--- src/rtl/cmp_sched.sv ---
// cmp_sched: two-requester round-robin scheduler that compares WIDTH-bit
// operands one nibble per cycle through a single shared 4-bit cascadable
// comparator slice, LSB nibble first.

module cmp_sched #(
   parameter int WIDTH = 16
) (
   input  logic             clk,
   input  logic             rst_n,
   input  logic             req0,
   input  logic [WIDTH-1:0] a0,
   input  logic [WIDTH-1:0] b0,
   input  logic             req1,
   input  logic [WIDTH-1:0] a1,
   input  logic [WIDTH-1:0] b1,
   output logic             gnt0,
   output logic             gnt1,
   output logic             busy,
   output logic             done,
   output logic             done_id,
   output logic             lt,
   output logic             eq,
   output logic             gr
);

   localparam int SLICES = WIDTH / 4;
   localparam int CW     = (SLICES > 1) ? $clog2(SLICES) : 1;
   localparam logic [CW-1:0] LAST_SLICE = CW'(SLICES - 1);

   // Operand width must split evenly into nibbles for the shared slice
   if ((WIDTH < 4) || ((WIDTH % 4) != 0)) begin : g_width_check
      $error("cmp_sched: WIDTH must be a multiple of 4 and at least 4");
   end

   typedef enum logic [1:0] {
      IDLE,
      CMP,
      DONE
   } state_t;

   state_t state;
   state_t next_state;

   logic [WIDTH-1:0] a_reg;
   logic [WIDTH-1:0] b_reg;
   logic [CW-1:0]    slice_cnt;
   logic             cas_lt;
   logic             cas_eq;
   logic             cas_gr;
   logic             last_served;
   logic             cur_id;

   logic             accept;
   logic             winner;
   logic             last_slice;

   logic [3:0]       slice_a;
   logic [3:0]       slice_b;
   logic             slice_lt;
   logic             slice_eq;
   logic             slice_gr;

   // State register; reset drops straight back to IDLE, aborting any operation
   always_ff @(posedge clk or negedge rst_n) begin
      if (!rst_n) begin
         state <= IDLE;
      end else begin
         state <= next_state;
      end
   end

   // Arbitration and next state: requests only matter in IDLE, ties go to the requester not served last
   always_comb begin
      next_state = state;
      accept     = 1'b0;
      winner     = 1'b0;
      last_slice = (slice_cnt == LAST_SLICE);
      unique case (state)
         IDLE: begin
            accept = req0 | req1;
            if (req0 && req1) begin
               winner = ~last_served;
            end else begin
               winner = req1;
            end
            if (accept) begin
               next_state = CMP;
            end
         end
         CMP: begin
            if (last_slice) begin
               next_state = DONE;
            end
         end
         DONE: begin
            next_state = IDLE;
         end
         default: begin
            next_state = IDLE;
         end
      endcase
   end

   // Pick the nibble pair for the current slice index out of the latched operands
   always_comb begin
      slice_a = a_reg[3:0];
      slice_b = b_reg[3:0];
      for (int k = 0; k < SLICES; k++) begin
         if (slice_cnt == CW'(k)) begin
            slice_a = a_reg[4*k +: 4];
            slice_b = b_reg[4*k +: 4];
         end
      end
   end

   // The one comparator slice; its cascade inputs come from the previous cycle's verdict
   cmp_slice4 u_slice (
      .A    (slice_a),
      .B    (slice_b),
      .GR_I (cas_gr),
      .EQ_I (cas_eq),
      .LT_I (cas_lt),
      .LT   (slice_lt),
      .EQ   (slice_eq),
      .GR   (slice_gr)
   );

   // Accept latches operands and seeds the cascade as "equal so far"; each CMP edge walks one slice up
   always_ff @(posedge clk or negedge rst_n) begin
      if (!rst_n) begin
         a_reg       <= '0;
         b_reg       <= '0;
         slice_cnt   <= '0;
         cas_lt      <= 1'b0;
         cas_eq      <= 1'b0;
         cas_gr      <= 1'b0;
         cur_id      <= 1'b0;
         last_served <= 1'b1;
         gnt0        <= 1'b0;
         gnt1        <= 1'b0;
      end else begin
         gnt0 <= accept & ~winner;
         gnt1 <= accept & winner;
         if (accept) begin
            a_reg       <= winner ? a1 : a0;
            b_reg       <= winner ? b1 : b0;
            slice_cnt   <= '0;
            cas_lt      <= 1'b0;
            cas_eq      <= 1'b1;
            cas_gr      <= 1'b0;
            cur_id      <= winner;
            last_served <= winner;
         end else if (state == CMP) begin
            slice_cnt <= slice_cnt + 1'b1;
            cas_lt    <= slice_lt;
            cas_eq    <= slice_eq;
            cas_gr    <= slice_gr;
         end
      end
   end

   // Result registers load only on the final slice and then hold until the next completion
   always_ff @(posedge clk or negedge rst_n) begin
      if (!rst_n) begin
         done    <= 1'b0;
         done_id <= 1'b0;
         lt      <= 1'b0;
         eq      <= 1'b0;
         gr      <= 1'b0;
      end else begin
         done <= 1'b0;
         if ((state == CMP) && last_slice) begin
            done    <= 1'b1;
            done_id <= cur_id;
            lt      <= slice_lt;
            eq      <= slice_eq;
            gr      <= slice_gr;
         end
      end
   end

   assign busy = (state != IDLE);

endmodule

// cmp_slice4: 4-bit cascadable magnitude comparator. A differing nibble
// decides on its own; an equal nibble passes the lower-order verdict through.

module cmp_slice4 (
   input  logic [3:0] A,
   input  logic [3:0] B,
   input  logic       GR_I,
   input  logic       EQ_I,
   input  logic       LT_I,
   output logic       LT,
   output logic       EQ,
   output logic       GR
);

   // Higher-order slice overrides the cascade whenever its nibbles differ
   always_comb begin
      LT = 1'b0;
      EQ = 1'b0;
      GR = 1'b0;
      if (A > B) begin
         GR = 1'b1;
      end else if (A < B) begin
         LT = 1'b1;
      end else begin
         LT = LT_I;
         EQ = EQ_I;
         GR = GR_I;
      end
   end

endmodule

--- config.mk ---
export PLATFORM = sky130hd
export DESIGN_NAME = cmp_sched
export DESIGN_NICKNAME = d
export VERILOG_FILES = /design/src/rtl/cmp_sched.sv
export SDC_FILE = /design/constraint.sdc
export NUM_CORES = 1
export LEC_CHECK = 0
export ABC_AREA = 1
export BUFFER_PORTS_ARGS = -buffer_cell sky130_fd_sc_hd__buf_2
export CORE_ASPECT_RATIO = 1.2
export CORE_MARGIN = 1
export CORE_UTILIZATION = 45
export DETAILED_ROUTE_END_ITERATION = 10
export GPL_ROUTABILITY_DRIVEN = 1
export GPL_TIMING_DRIVEN = 0
export PLACE_DENSITY = 0.71
export SYNTH_ARGS = -nofsm -noshare
export SYNTH_HDL_FRONTEND = slang
export SYNTH_HIERARCHICAL = 1
export SYNTH_SLANG_ARGS = --single-unit
--- constraint.sdc ---
create_clock -name clk -period 2.8 [get_ports clk]
set_input_delay 0 -clock clk [delete_from_list [all_inputs] [get_ports clk]]
set_output_delay 0 -clock clk [all_outputs]
set_load 0.01 [all_outputs]
==> qor.csv, run 1 <==
metric,value,unit
Rel. slew slack,0.289,
crit path DAT,2.66,ns
worst skew pair latency,0.30,ns
IO Pins,76,
Fin Hold WS,-0.0117,ns
Antenna Cells,0,
gpl congestion,0.812,
Clock H-tree levels,2,
DRC Markers,1,
Mapped Nets,406,
global-route wire length before repair,13.3,mm
outcome,"finished, violations left",
CP required,3.01,ns
Max Fclk,0.408,GHz
total power,4.22,mW
die area,6100,µm²
TritonCTS Sinks,48,
Comb pwr share,0.599,
post-synthesis cell area,2600,µm²
vias in the first global route,2916,
clock skew,0.00872,ns
CTS Root Cell,clkbuf_8,
final cell utilization of the core,0.667,
GR Overflow Total,0,
initial DRC count,137,
Initial Util,0.462,
crit-path max cell delay,0.43,ns
internal power,2.39,mW
number of synthesized register bits,48,
Buf/Inv on CP,3,
"Hold Vio Cnt, Final",1,
Tcrit/Tclk final,0.874,
crit path max fanout,10,
CTS tree,done,
num rows,30,
fin crit period,2.45,ns
worst vdd ir,0.614,mV
PwrDens,1120,nW/µm²
Slowest cell on crit path,dfrtp_1,
Yosys cell types,23,
post-synthesis sequential area ratio,0.462,
fill count,445,
WL final,7.88,mm
Syn Area/Cell,7.87,µm²
crit path launch type,flop,
Psw,1.83,mW
clock slew at the register clock pins of the worst setup and hold paths,0.09,ns
worst hold path type,input port to flop,
iteration count of the initial detailed-routing pass,8,
initial antenna violation count,0,
RSZ-0062 raised after global routing,no,
leakage,1.90,nW
Reg power frac,0.299,
total global-route track usage,0.278,
final total negative setup slack,0,ns
max cap viols,0,
via-per-instance ratio,5.41,
Clock Power Share,0.102,
Post-layout nets,548,
Die W,71.4,µm
largest net degree at the start of global routing,49,
CTS buffer count,5,
Area Growth Syn to Fin,44.3,%
Core ar.,5630,µm²
clock buffer depth,2,
buffers added on ports,74,
crit-path cells,ha_2 > buf_2 > o21ai_0 > nand2_1 > a21oi_1 > inv_1 > ha_1 > nand2_2 > nor2_2 > nand2_1 > a21oi_1 > inv_1 > o21ai_0,
failing checks,"DRC, hold timing",
hpwl dp,4.97,mm
yosys warns,6,
fin. max-slew vios,0,
Worst path top cell family by delay,compound AO/OA/AOI/OAI gates,
Die H,85.3,µm
Worst setup EP type,flop,
share of layout cells above drive strength 1,0.222,
post-DR wirelength/cell,14.6,µm
Final setup viols,0,
number of nets with antenna violations after routing,0,
"Setup Fix Bufs, Post-CTS",0,
Sw Ratio,0.433,
Syn Inst Count,331,
worst-margin pin slew,1.07,ns
kind of critical path,flop to flop,
vias after detailed routing,2911,
-- through the flow --
stage	cells	worst slack (ns)	area (µm²)
floorplan	331	0.701	2600
global placement	469	0.350	3050
detailed placement	469	0.287	3050
CTS	538	0.248	3750
global route	538	0.0289	3760
finish	538	0.352	3760
-- placed cells by master, fill, tap and decap left out, types with 2 or more instances in the layout --
cell type / n
o21ai_0: 12
clkbuf_1: 11
dfrtp_1: 47
nor2_4: 2
ha_1: 6
a21oi_1: 19
buf_2: 86
nor2_1: 10
inv_2: 2
nand4_1: 32
dlygate4sd3_1: 61
inv_1: 28
o21ai_1: 6
buf_4: 2
nand2_1: 67
nand3_1: 68
clkbuf_8: 6
-- repair_timing --
action | in CTS | in global routing
resized for setup | 0 | 2
hold buffers | 61 | 0
hold endpoints to repair | 79 | 0
setup endpoints to repair | 0 | 3
-- path summary, 6_finish.rpt --
check | start | to | slack (ns) | cells after the start
max reg2reg | slice_cnt[0] | eq | 0.35 | 13
max in group asynchronous | rst_n | slice_cnt[0] | 1.71 | 2
min reg2reg | done_id | done_id | 0.49 | 2
min in group asynchronous | rst_n | gnt0 | 0.42 | 2
max | slice_cnt[0] | eq | 0.35 | 13
min | b1[6] | b_reg[6] | -0.01 | 3
-- metal layers --
metal / part of all wire / vias up / GRT usage / wire (µm)
met5: 0 / - / 0 / 0
met4: 0.022 / 0 / 0.0927 / 171
met3: 0.056 / 20 / 0.0558 / 440
met2: 0.51 / 127 / 0.484 / 4050
met1: 0.41 / 1354 / 0.343 / 3210
li1: - / 1410 / - / -
-- cells in the mapped netlist, drive strengths merged --
| library cell | number | area [µm²] |
|---|---|---|
| nand3 | 69 | 350 |
| nand2 | 68 | 258 |
| dfrtp | 47 | 1180 |
| nand4 | 32 | 200 |
| inv | 30 | 113 |
| a21oi | 19 | 95.1 |
| o21ai | 19 | 98.9 |
| buf | 15 | 86.3 |
| nor2 | 13 | 66.3 |
| clkbuf | 9 | 33.8 |
| ha | 7 | 87.6 |
| dfstp | 1 | 26.3 |
| nor3 | 1 | 5.00 |
| o211ai | 1 | 7.51 |
-- cell families (layout without fill, tap and decap cells) --
group / after synthesis / after routing / share of synthesized area
AOI/OAI and AO/OA: 39 / 39 / 0.0774
DFF: 48 / 48 / 0.462
and+or+nand+nor: 183 / 183 / 0.338
adders and majority gates: 7 / 7 / 0.0336
buffers and inverters: 54 / 197 / 0.0894
-- power groups by stage --
stage | combinational (mW) | clock [mW] | sequential (mW)
floorplan | 1.51 | 0 | 1.23
global placement | 1.97 | 0 | 1.26
detailed placement | 2.02 | 0 | 1.27
CTS | 2.46 | 0.433 | 1.26
global route | 2.85 | 0.460 | 1.30
finish | 2.53 | 0.432 | 1.26
-- final cells by class --
class / count / area [µm²] / share of cell area
clock buffers: 8 / 90.1 / 0.0240
well taps: 64 / 80.1 / 0.0213
multi-input cells: 229 / 1170 / 0.312
flip-flops and latches: 48 / 1200 / 0.320
inverters: 30 / 113 / 0.0300
plain buffers: 24 / 120 / 0.0320
repair buffers: 135 / 981 / 0.261
-- tightest hold or removal path, cell delays in order --
cell     delay [ns]
buf_2          0.08
nand4_1        0.10
nand3_1        0.09
(Power assumes the default switching activity.)
==> run 2: changes to the inputs <==
--- a/config.mk
+++ b/config.mk
@@ -5,15 +5,14 @@
 export SDC_FILE = /design/constraint.sdc
 export NUM_CORES = 1
 export LEC_CHECK = 0
-export ABC_AREA = 1
+export ABC_AREA = 0
 export BUFFER_PORTS_ARGS = -buffer_cell sky130_fd_sc_hd__buf_2
 export CORE_ASPECT_RATIO = 1.2
-export CORE_MARGIN = 1
 export CORE_UTILIZATION = 45
 export DETAILED_ROUTE_END_ITERATION = 10
 export GPL_ROUTABILITY_DRIVEN = 1
 export GPL_TIMING_DRIVEN = 0
-export PLACE_DENSITY = 0.71
+export PLACE_DENSITY = 0.72
 export SYNTH_ARGS = -nofsm -noshare
 export SYNTH_HDL_FRONTEND = slang
 export SYNTH_HIERARCHICAL = 1
==> run 2 against run 1 <==
Against the previous run: the run now ends clean; global-route usage down 5.5 points; combinational power decreased by 28%; utilization is 3.1 points lower; register-to-register slack worse by 0.17 ns; critical path type unchanged.
==> qor.csv, run 2 <==
metric,value,unit,change
outcome,completed,,
Yosys cell types,30,,+30%
CP required,2.98,ns,-0.03 ns
worst-margin pin slew,1.04,ns,-0.0293 ns
fin area,3350,µm²,-11%
Max Fclk,0.382,GHz,-6.6%
via-per-instance ratio,5.46,,+0.99%
post-synthesis cell area,2440,µm²,-6.1%
number of nets with antenna violations after routing,0,,unchanged
yosys warns,6,,unchanged
worst hold path type,input port to flop,,
PwrDens,1060,nW/µm²,-5.2%
num rows,29,,-3.3%
clock skew,0.0124,ns,+0.00366 ns
vias after detailed routing,2153,,-26%
total power,3.56,mW,-16%
Syn Inst Count,218,,-34%
"top cells by area, synth","dfrtp_1, a221o_1, and3_1, mux2_2, ha_1",,
CTS tree,done,,
internal power,2.21,mW,-7.5%
worst reg-to-reg setup slack,0.18,ns,-0.17 ns
CTS buffer count,5,,unchanged
initial DRC count,100,,-27%
list of most frequent post-synthesis cells,"dfrtp_1, and3_1, a221o_1",,
Clock H-tree levels,2,,unchanged
Slowest cell on crit path,ha_1,,
Crit path top cell by count,ha_1,,
Rel. slew slack,0.308,,+0.0195
global-route wire length before repair,9.90,mm,-26%
Core ar.,5260,µm²,-6.6%
hpwl dp,4.04,mm,-19%
WHS Path Cells,3,,unchanged
fin crit period,2.62,ns,+0.172 ns
buffers added on ports,75,,+1.4%
post-synthesis sequential area ratio,0.492,,+0.0300
die area,5730,µm²,-5.9%
Fin Hold WS,0.0179,ns,+0.0297 ns
worst r2r path cells,9,,-4
final cell utilization of the core,0.636,,-0.0314
number of synthesized register bits,48,,unchanged
crit path launch type,flop,,
RSZ-0062 raised after global routing,no,,
Reg power frac,0.348,,+0.049
CTS Root Cell,clkbuf_8,,
Tcrit/Tclk final,0.936,,+0.0613
"commonest non-fill, non-tap cells in the layout","buf_2, dfrtp_1, and3_1, dlygate4sd3_1, a221o_1",,
Die H,82.7,µm,-3.0%
TritonCTS Sinks,48,,unchanged
top cell type's share of synthesized area,0.481,,+0.0294
"commonest non-fill, non-tap cell in the layout",buf_2,,
clock buffer depth,2,,unchanged
IO Pins,76,,unchanged
Clock Power Share,0.139,,+0.037
iteration count of the initial detailed-routing pass,4,,-4
max cap viols,0,,unchanged
clock slew at the register clock pins of the worst setup and hold paths,0.10,ns,about the same
placed cell areas,2900,µm²,-5.1%
ys async rst share,1.00,,unchanged
Syn Area/Cell,11.2,µm²,+43%
Most used DFF post-synth,dfrtp_1,,
Final setup viols,0,,unchanged
most common cell in the netlist,dfrtp_1,,
"Hold Vio Cnt, Final",0,,-1
vias in the first global route,2165,,-26%
Area Growth Syn to Fin,36.8,%,
fill count,423,,-4.9%
GR Overflow Total,0,,unchanged
post-DR wirelength/cell,15.5,µm,+5.8%
Comb pwr share,0.513,,-0.086
Initial Util,0.465,,+0.00224
Worst path top cell family by delay,adder cells,,
worst skew pair latency,0.30,ns,about the same
gpl congestion,0.805,,-0.80%
crit path max fanout,8,,-2
Crit path depth,9,,-4
Worst setup EP type,flop,,
crit-path max cell delay,0.46,ns,+0.03 ns
final total negative setup slack,0,ns,unchanged
kind of critical path,flop to flop,,
total global-route track usage,0.223,,-0.0554
crit-path cells,inv_1 > ha_1 > mux2i_1 > o21ai_0 > ha_1 > nor2b_4 > o211ai_2 > a22oi_1 > mux2_2,,
share of layout cells above drive strength 1,0.331,,+0.110
worst vdd ir,0.481,mV,-22%
Sw Ratio,0.379,,-0.0541
DRC Markers,0,,-1
Psw,1.35,mW,-26%
largest area contributor in the netlist,dfrtp_1,,
Antenna Cells,0,,unchanged
largest net degree at the start of global routing,49,,unchanged
fin. max-slew vios,0,,unchanged
Post-synth EDFFs,0,,unchanged
Mapped Nets,293,,-28%
Buf/Inv on CP,1,,-2
WL final,6.10,mm,-23%
Post-layout nets,406,,-26%
Die W,69.3,µm,-3.0%
initial antenna violation count,0,,unchanged
crit path DAT,2.80,ns,+0.14 ns
leakage,1.72,nW,-9.4%
[run 2: layout make-up]
class	count	area [µm²]	area share
Sequential cell	48	1200	0.359
Multi-Input combinational cell	143	1130	0.337
Timing Repair Buffer	108	706	0.211
Buffer	15	85.1	0.0254
Tap cell	62	77.6	0.0232
Clock buffer	5	68.8	0.0206
Clock inverter	3	42.5	0.0127
Inverter	10	37.5	0.0112
[run 2: power groups by stage]
| stage | Clock, mW | Sequential, mW | Combinational, mW |
|---|---|---|---|
| after floorplan | 0 | 1.20 | 1.35 |
| after global placement | 0 | 1.23 | 1.72 |
| after detailed placement | 0 | 1.24 | 1.78 |
| after CTS | 0.502 | 1.23 | 1.82 |
| after global routing | 0.531 | 1.28 | 2.04 |
| final | 0.496 | 1.24 | 1.83 |
[run 2: routing by layer]
metal	global-route usage	share of wire	routed length [µm]
met5	0	0	0
met4	0.122	0.037	226
met3	0.0316	0.035	216
met2	0.396	0.49	3020
met1	0.264	0.43	2650
[run 2: kinds of logic (layout without fill, tap and decap cells)]
kind of cell    count (synthesis)  count (layout)  share of synthesized area
simple gates                   62              62                      0.143
compound gates                 54              54                      0.188
flops                          48              48                      0.492
buf+inv                        27             141                     0.0527
mux                            20              20                     0.0880
fa+ha+maj                       7               7                     0.0358
[run 2: final timing paths]
kind                           endpoint          from
hold / removal                 a_reg[6]         a1[6]
setup / recovery                     gr  slice_cnt[0]
max in group asynchronous  slice_cnt[0]         rst_n
setup reg to reg                     gr  slice_cnt[0]
min in group asynchronous      a_reg[1]         rst_n
hold reg to reg                  cur_id        cur_id
[run 2: repair_timing]
action / CTS / global route
hold endpoints to repair: 79 / 0
setup endpoints to repair: 5 / 5
setup buffers: 0 / 0
hold buffers: 33 / 0
gates resized for setup: 1 / 3
[run 2: worst register-to-register path: stages (launching register included)]
cell and delay (ns):
dfrtp_1 0.44, inv_1 0.10, ha_1 0.46, mux2i_1 0.29, o21ai_0 0.13, ha_1 0.33
nor2b_4 0.13, o211ai_2 0.21, a22oi_1 0.14, mux2_2 0.28
[run 2: stage by stage]
stage                     instances  setup slack, ns
final                           394            0.180
after global routing            394           0.0290
after CTS                       395           0.0435
after detailed placement        355           -0.164
after global placement          355          -0.0778
after floorplan                 218            0.298
==> run 3: changes to the inputs <==
==> constraint.sdc (replaced) <==
create_clock -name clk -period 2.8 [get_ports clk]
set_input_delay 0.56 -clock clk [delete_from_list [all_inputs] [get_ports clk]]
set_output_delay 0.56 -clock clk [all_outputs]
set_load 0.01 [all_outputs]
==> run 3 against run 2 <==
Against the previous run: sequential power about the same; power down 1.6%; clock-buffer cell count did not move; global-route usage shrank 2.3 points; final cell count decreased by 8.4%; final area decreased by 9.9%; die area stayed put; setup slack worse by 0.0076 ns; flip-flop and latch count unchanged; sequential share of layout area up 3.9 points.
==> qor.csv, run 3 (same netlist as run 2, synthesis figures left out) <==
metric,value,unit,change
fin crit period,2.63,ns,+0.00761 ns
Buf/Inv on CP,1,,unchanged
max cap viols,0,,unchanged
Rel. slew slack,0.316,,+0.00798
slack of the critical path,0.172,ns,-0.00761 ns
Metal-1 WL,2.51,mm,-5.1%
fin area,3020,µm²,-9.9%
Initial Util,0.465,,unchanged
crit-path max cell delay,0.47,ns,about the same
worst hold path type,input port to asynchronous set/reset pin,,
clock slew at the register clock pins of the worst setup and hold paths,0.10,ns,about the same
CTS resizes,1,,unchanged
final total negative setup slack,0,ns,unchanged
met3 wire len,173,µm,-20%
via-per-instance ratio,5.48,,+0.22%
total power,3.51,mW,-1.6%
top routing layer in use,met4,,
initial antenna violation count,0,,unchanged
Core ar.,5260,µm²,unchanged
total global-route track usage,0.200,,-0.0227
CTS Root Cell,clkbuf_8,,
Post-layout nets,373,,-8.1%
vias after detailed routing,1977,,-8.2%
Area Growth Syn to Fin,23.3,%,
"Setup Fix Bufs, Post-CTS",0,,unchanged
global-route wire length before repair,8.95,mm,-9.6%
CTS buffer count,5,,unchanged
crit-path cells,inv_1 > ha_1 > mux2i_1 > o21ai_0 > ha_1 > nor2b_4 > o211ai_2 > a22oi_1 > mux2_2,,
worst vdd ir,0.471,mV,-1.9%
GR Overflow Total,0,,unchanged
number of nets with antenna violations after routing,0,,unchanged
Clock H-tree levels,2,,unchanged
Die H,82.7,µm,unchanged
PwrDens,1160,nW/µm²,+9.2%
IO Pins,76,,unchanged
gpl congestion,0.805,,unchanged
final cell utilization of the core,0.573,,-0.0628
Max Fclk,0.381,GHz,-0.29%
share of layout cells above drive strength 1,0.368,,+0.0366
post-DR wirelength/cell,14.9,µm,-3.6%
Die W,69.3,µm,unchanged
cts hold-fix bufs,0,,-100%
Tcrit/Tclk final,0.938,,+0.00272
Antenna Cells,0,,unchanged
initial DRC count,64,,-36%
kind of critical path,flop to flop,,
Slowest cell on crit path,ha_1,,
vias in the first global route,1902,,-12%
WL final,5.39,mm,-12%
clock buffer depth,2,,unchanged
Final setup viols,0,,unchanged
fill count,457,,+8.0%
num rows,29,,unchanged
worst-margin pin slew,1.03,ns,-0.0120 ns
crit path DAT,2.81,ns,about the same
"commonest non-fill, non-tap cell in the layout",buf_2,,
DRC Markers,0,,unchanged
largest net degree at the start of global routing,49,,unchanged
hpwl dp,4.04,mm,unchanged
"Hold Vio Cnt, Final",0,,unchanged
met2 WL post-DR,2.63,mm,-13%
iteration count of the initial detailed-routing pass,4,,unchanged
TritonCTS Sinks,48,,unchanged
buffers added on ports,75,,unchanged
Worst setup EP type,flop,,
fin. max-slew vios,0,,unchanged
placed cell areas,2900,µm²,unchanged
worst skew pair latency,0.30,ns,about the same
clock skew,0.0124,ns,+0.0000655 ns
pre-CTS setup slack,-0.164,ns,unchanged
RSZ-0062 raised after global routing,no,,
CP required,2.98,ns,about the same
outcome,completed,,
leakage,1.58,nW,-8.0%
die area,5730,µm²,unchanged
Worst path top cell family by delay,adder cells,,
CTS tree,done,,
crit path launch type,flop,,
Crit path top cell by count,ha_1,,
"commonest non-fill, non-tap cells in the layout","buf_2, dfrtp_1, and3_1",,
crit path max fanout,8,,unchanged
## run 3: cell types whose count changed in the layout (fill, tap and decap cells not counted), sizes merged
cell and change:
dlygate4sd3 -33
## run 3: layer usage
layer  vias to the layer above  global-route usage
met1                       935               0.252
met3                         6              0.0255
li1                        979                   -
met4                         0              0.0673
met2                        57               0.359
met5                         -                   0
## run 3: final timing paths
check                           cells past startpoint  slack [ns]          from   endpoint
worst max-delay path                                9        0.17  slice_cnt[0]         gr
worst min-delay path                                1        0.43         rst_n   a_reg[2]
worst max register to register                      9        0.17  slice_cnt[0]         gr
worst min register to register                      1        0.48        cur_id     cur_id
max in group asynchronous                           1        1.73         rst_n         gr
min in group clk                                    2        0.48        a0[15]  a_reg[15]
## run 3: final cells by class
class	count	area (µm²)	share of cell area
clock buffer	5	68.8	0.0228
multi-input combinational	143	1130	0.373
clock inverter	3	42.5	0.0141
sequential	48	1200	0.399
inverter	10	37.5	0.0124
tap	62	77.6	0.0257
timing repair buffer	75	375	0.124
buffer	15	85.1	0.0282
## run 3: worst reg2reg max path: stages, from the launching register on
cell and delay, ns:
dfrtp_1 0.44, inv_1 0.10, ha_1 0.47, mux2i_1 0.28, o21ai_0 0.13, ha_1 0.33
nor2b_4 0.13, o211ai_2 0.21, a22oi_1 0.14, mux2_2 0.28
## run 3: stage by stage
step                      instances  hold WS (ns)
after global placement          355         0.460
final                           361         0.432
after floorplan                 218         0.264
after detailed placement        355         0.471
after global routing            361         0.474
after CTS                       362         0.473
## run 3: power by group
group	leakage (nW)	internal [mW]	total (mW)	switching, mW
clock network	0.0541	0.264	0.493	0.229
logic	0.936	0.886	1.78	0.893
registers	0.594	1.03	1.23	0.205
